`config.mk`:
```
export PLATFORM = sky130hd
export DESIGN_NAME = multu_hilo
export DESIGN_NICKNAME = d
export VERILOG_FILES = /design/src/rtl/alu_pkg.sv /design/src/rtl/hilo_reg.sv /design/src/rtl/multu_hilo.sv
export SDC_FILE = /design/constraint.sdc
export NUM_CORES = 1
export LEC_CHECK = 0
export ABC_AREA = 1
export BUFFER_PORTS_ARGS = -buffer_cell sky130_fd_sc_hd__buf_4
export CAP_MARGIN = 10
export CORE_MARGIN = 2
export CORE_UTILIZATION = 57
export CTS_CLUSTER_DIAMETER = 50
export DETAILED_ROUTE_END_ITERATION = 12
export PLACE_DENSITY = 0.78
export SKIP_CTS_REPAIR_TIMING = 1
export SLEW_MARGIN = 20
export SYNTH_ARGS = -nofsm -noshare
export SYNTH_HDL_FRONTEND = slang
export SYNTH_SLANG_ARGS = --single-unit
```
`constraint.sdc`:
```
create_clock -name clk -period 2.6 [get_ports clk]
set_clock_uncertainty 0.2 [all_clocks]
set_input_delay 0.39 -clock clk [delete_from_list [all_inputs] [get_ports clk]]
set_output_delay 0.39 -clock clk [all_outputs]
set_load 0.01 [all_outputs]
```
`src/rtl/alu_pkg.sv`:
```
// Constants shared by the ALU top level and the multi-cycle multiply unit:
// funct codes and the multiply sequencer state encoding.
package alu_pkg;

  localparam logic [5:0] F_AND   = 6'd36;
  localparam logic [5:0] F_OR    = 6'd37;
  localparam logic [5:0] F_ADD   = 6'd32;
  localparam logic [5:0] F_SUB   = 6'd34;
  localparam logic [5:0] F_SLT   = 6'd42;
  localparam logic [5:0] F_SRL   = 6'd2;
  localparam logic [5:0] F_MULTU = 6'd25;
  localparam logic [5:0] F_MFHI  = 6'd16;
  localparam logic [5:0] F_MFLO  = 6'd18;

  typedef enum logic [1:0] {
    ST_IDLE   = 2'd0,
    ST_RUN    = 2'd1,
    ST_COMMIT = 2'd2
  } state_t;

endpackage

```
`src/rtl/hilo_reg.sv`:
```
// Hi/Lo result register pair: written together on a single enable,
// cleared asynchronously by the active-low reset.
module hilo_reg
  import alu_pkg::*;
#(
  parameter int unsigned WIDTH = 32
) (
  input  logic             clk,
  input  logic             reset,
  input  logic             we,
  input  logic [WIDTH-1:0] hi_d,
  input  logic [WIDTH-1:0] lo_d,
  output logic [WIDTH-1:0] hi,
  output logic [WIDTH-1:0] lo
);

  always_ff @(posedge clk or negedge reset) begin
    if (!reset) begin
      hi <= '0;
      lo <= '0;
    end else if (we) begin
      hi <= hi_d;
      lo <= lo_d;
    end
  end

endmodule

```
`src/rtl/multu_hilo.sv`:
```
// Iterative shift-add unsigned multiplier feeding the Hi/Lo registers, plus
// the MFHI/MFLO read mux that the ALU output stage consumes.
module multu_hilo
  import alu_pkg::*;
#(
  parameter int unsigned WIDTH   = 32,
  parameter logic [5:0]  F_MULTU = alu_pkg::F_MULTU,
  parameter logic [5:0]  F_MFHI  = alu_pkg::F_MFHI,
  parameter logic [5:0]  F_MFLO  = alu_pkg::F_MFLO
) (
  input  logic             clk,
  input  logic             reset,
  input  logic [5:0]       Signal,
  input  logic [WIDTH-1:0] dataA,
  input  logic [WIDTH-1:0] dataB,
  output logic             busy,
  output logic             done,
  output logic [WIDTH-1:0] hi,
  output logic [WIDTH-1:0] lo,
  output logic [WIDTH-1:0] Output
);

  localparam int CW = $clog2(WIDTH + 1);

  state_t           state, state_nxt;
  logic [5:0]       prev_sig;
  logic [CW-1:0]    count;
  logic [WIDTH-1:0] mcand;
  logic [WIDTH-1:0] mplier;
  logic [WIDTH:0]   acc;
  logic [WIDTH:0]   sum;
  logic             start;
  logic             last_iter;
  logic             hilo_we;

  // Only a rising edge onto MULTU starts work, so a held funct code runs once.
  assign start     = (Signal == F_MULTU) && (prev_sig != F_MULTU) && (state == ST_IDLE);
  assign last_iter = (count == CW'(WIDTH - 1));
  assign sum       = acc + (mplier[0] ? {1'b0, mcand} : '0);

  always_ff @(posedge clk or negedge reset) begin
    if (!reset) state <= ST_IDLE;
    else        state <= state_nxt;
  end

  always_comb begin
    state_nxt = state;
    case (state)
      ST_IDLE:   if (start) state_nxt = ST_RUN;
      ST_RUN:    if (last_iter) state_nxt = ST_COMMIT;
      ST_COMMIT: state_nxt = ST_IDLE;
      default:   state_nxt = ST_IDLE;
    endcase
  end

  always_comb begin
    busy    = (state != ST_IDLE);
    done    = (state == ST_COMMIT);
    hilo_we = (state == ST_COMMIT);
  end

  // The product accumulates in {acc, mplier}: each step adds the multiplicand
  // into the top half and shifts the consumed multiplier bit out the bottom.
  always_ff @(posedge clk or negedge reset) begin
    if (!reset) begin
      prev_sig <= '0;
      count    <= '0;
      mcand    <= '0;
      mplier   <= '0;
      acc      <= '0;
    end else begin
      prev_sig <= Signal;
      if (start) begin
        mcand  <= dataA;
        mplier <= dataB;
        acc    <= '0;
        count  <= '0;
      end else if (state == ST_RUN) begin
        acc    <= {1'b0, sum[WIDTH:1]};
        mplier <= {sum[0], mplier[WIDTH-1:1]};
        count  <= count + CW'(1);
      end
    end
  end

  hilo_reg #(.WIDTH(WIDTH)) u_hilo (
    .clk   (clk),
    .reset (reset),
    .we    (hilo_we),
    .hi_d  (acc[WIDTH-1:0]),
    .lo_d  (mplier),
    .hi    (hi),
    .lo    (lo)
  );

  always_comb begin
    case (Signal)
      F_MFHI:  Output = hi;
      F_MFLO:  Output = lo;
      default: Output = '0;
    endcase
  end

endmodule
```
==> impl_metrics.toml <==
[yosys]
synthCells = 1358
ys_ff_latch = 174
synth_nets = 1464
seq_area_frac_synth_pct = 45.1
yosys.area.top_type_share_pct = 45.1
yosysTopAreaCell = "dfrtp_1"
synth.avg_cell_area_um2 = 7.11
synth.cell_area_um2 = 9660
yosys_warnings = 0
synth_area_leaders = "dfrtp_1, nand2_1, inv_1"
synth.distinct_cells = 30

[route]
first_pass_iters = 7
antenna_left = 0
vias = 9476
drt_iter0_drc = 691
wire_per_inst_um = 15.9
wirelength_um = 28600
drc_errors = 0
vias_per_cell = 5.27

[sta]
finalCriticalPeriod_ns = 2.45
finalSetupTns_ns = 0
fmax_ghz = 0.409
worst_pin_slew_ns = 0.762
rsz0062_at_grt = "true"
hold_ws_ns = -0.0503
finalCritPeriodShare_pct = 94.1
setup_viol = 0
fin_ws_ns = 0.155
slew_headroom_pct = 49.2
hold_violations = 8
slew_viol_final = 0

[worst_setup_path]
cp_num_buf_inv = 3
slowest_stage = "dfrtp_1"
worstSetupPathType = "reg -> reg"
critPathLaunchType = "flop"
rrSetupSlack_ns = 0.15
crit_chain = "buf_12, nand2_1, inv_1, ha_1, nand2_1, inv_1, nand2_1, nor3_1, and2_1, nand2_1, nand2_1, nand2_1, nand3_1, nand2_1"
path_max_fanout = 29
slowest_delay_ns = 0.42
critPathCaptureType = "flop"
critical_path_arrival_ns = 2.56
cpMostUsedCell = "nand2_1"
crit_required_ns = 2.72
critPathTopFamily = "simple AND/OR/NAND/NOR gates"

[clocking]
cts.sinks = 174
worstSkewPairLatency_ns = 0.43
cts_tree = "done"
root_buffer = "clkbuf_16"
cts_max_path_buffers = 2
htree_levels = 4
clkTransAtPathRegs_ns = 0.07
cts_buffers = 17

[power]
p_leak_nw = 7.03
vdd_drop_max_uv = 495
cellPowerDensity_nw_per_um2 = 662
total_power_mw = 8.23

[global_route]
gr-usage-all-layers_pct = 32.3
grt_pass1_wl_um = 45000
grt_pass1_vias = 8699
grt_max_degree = 83
antenna_found_initial = 0
grt_overflow = 0

[place]
hpwl_um = 20900
pre_cts_ws_ns = -0.0146
finalWeightedCongestion = 0.926
port_buffers = 169

[min_path]
hold_class = "in -> reg"

[layout]
drive_gt1_share_pct = 16.2
syn2layout_area_growth_pct = 28.8
nNetsFinal = 1671
mostFrequentLayoutCells = "nand2_1, inv_1, buf_4"
antenna_cells = 0
final_common_cell = "nand2_1"

[die]
start_util_pct = 58.3
fp.dieH_um = 134
rows = 47
die-area_um2 = 18000
die_w_um = 134
ioPinCount = 170
coreArea_um2 = 16600

[run_status]
violations = "negative hold slack"
status = "finished with violations"

[job]
drv_cap = 0
synthesized netlist by cell type:
| master | n |
|---|---|
| fa_1 | 1 |
| a21oi_1 | 29 |
| buf_4 | 5 |
| nand3_1 | 48 |
| inv_2 | 5 |
| nand4_1 | 7 |
| o21ai_0 | 87 |
| dfrtp_1 | 174 |
| ha_1 | 33 |
| a21o_1 | 1 |
| nand2_2 | 2 |
| a31oi_1 | 1 |
| buf_1 | 2 |
| nor3_1 | 8 |
| nand2_1 | 567 |
| a22oi_1 | 24 |
| nand3b_1 | 3 |
| clkbuf_1 | 29 |
| buf_2 | 6 |
| nor3b_2 | 1 |
| o21bai_1 | 1 |
| o211ai_1 | 1 |
| xor2_1 | 2 |
| a22o_1 | 3 |
| buf_6 | 6 |
| nor2_1 | 52 |
| and2_1 | 6 |
| o31ai_1 | 1 |
| inv_1 | 221 |
| o22ai_1 | 32 |
path summary, 6_finish.rpt:
kind	start	to	cells past startpoint
max	mplier[0]	acc[26]	14
min	dataA[10]	mcand[10]	3
max reg2reg	mplier[0]	acc[26]	14
min reg2reg	mcand[8]	mcand[8]	2
max in group asynchronous	reset	mplier[29]	3
min in group asynchronous	reset	prev_sig[5]	2
metal layers:
layer  up-vias  GRT usage [%]  routed length (um)
li1       4626              -                   -
met5         -              0                   0
met2       439           51.3               13200
met4         0           12.4                 736
met3        56           4.99                2280
met1      4355           45.1               12400
worst min-delay path, cell delays in order:
cell and delay [ns]:
buf_4 0.07, nand2_1 0.04, nand2_1 0.04
final cells by class:
type                            instances  area [um^2]
Sequential cell                       174         4350
Timing Repair Buffer                  236         1960
Clock inverter                         13          201
Multi-Input combinational cell        910         4360
Clock buffer                           19          443
Tap cell                              220          275
Inverter                              226          848
Fill cell                            1314         4140
cells by family (layout without fill, tap and decap cells):
kind of cell,count (synthesis),after routing,share of synthesized area (%)
adders and majority gates,34,34,4.48
buffers and inverters,274,494,11.4
DFF,174,174,45.1
and+or+nand+nor,694,694,28.3
xor gates and xnor gates,2,2,0.181
AOI/OAI and AO/OA,180,180,10.6
report_power, final:
part           switching [mW]  internal, mW  leakage [nW]  total [mW]
clock network            1.14          1.66         0.314        2.81
logic                    1.09         0.719          4.55        1.81
registers               0.462          3.16          2.16        3.62
total                    2.69          5.54          7.03        8.23
metrics by stage:
step	cells	utilization (%)	instance area (um^2)
floorplan	1358	-	9660
global route	1798	75.0	12400
finish	1798	75.0	12400
global placement	1717	67.4	11200
detailed placement	1717	67.4	11200
CTS	1749	71.2	11800
flip-flops by register name, indices dropped and copies added, names as in the netlist:
signal	flops
acc	32
count	6
mcand	32
mplier	32
prev_sig	6
state	2
u_hilo.hi	32
u_hilo.lo	32
No activity file was read; power rests on OpenSTA's default activity.
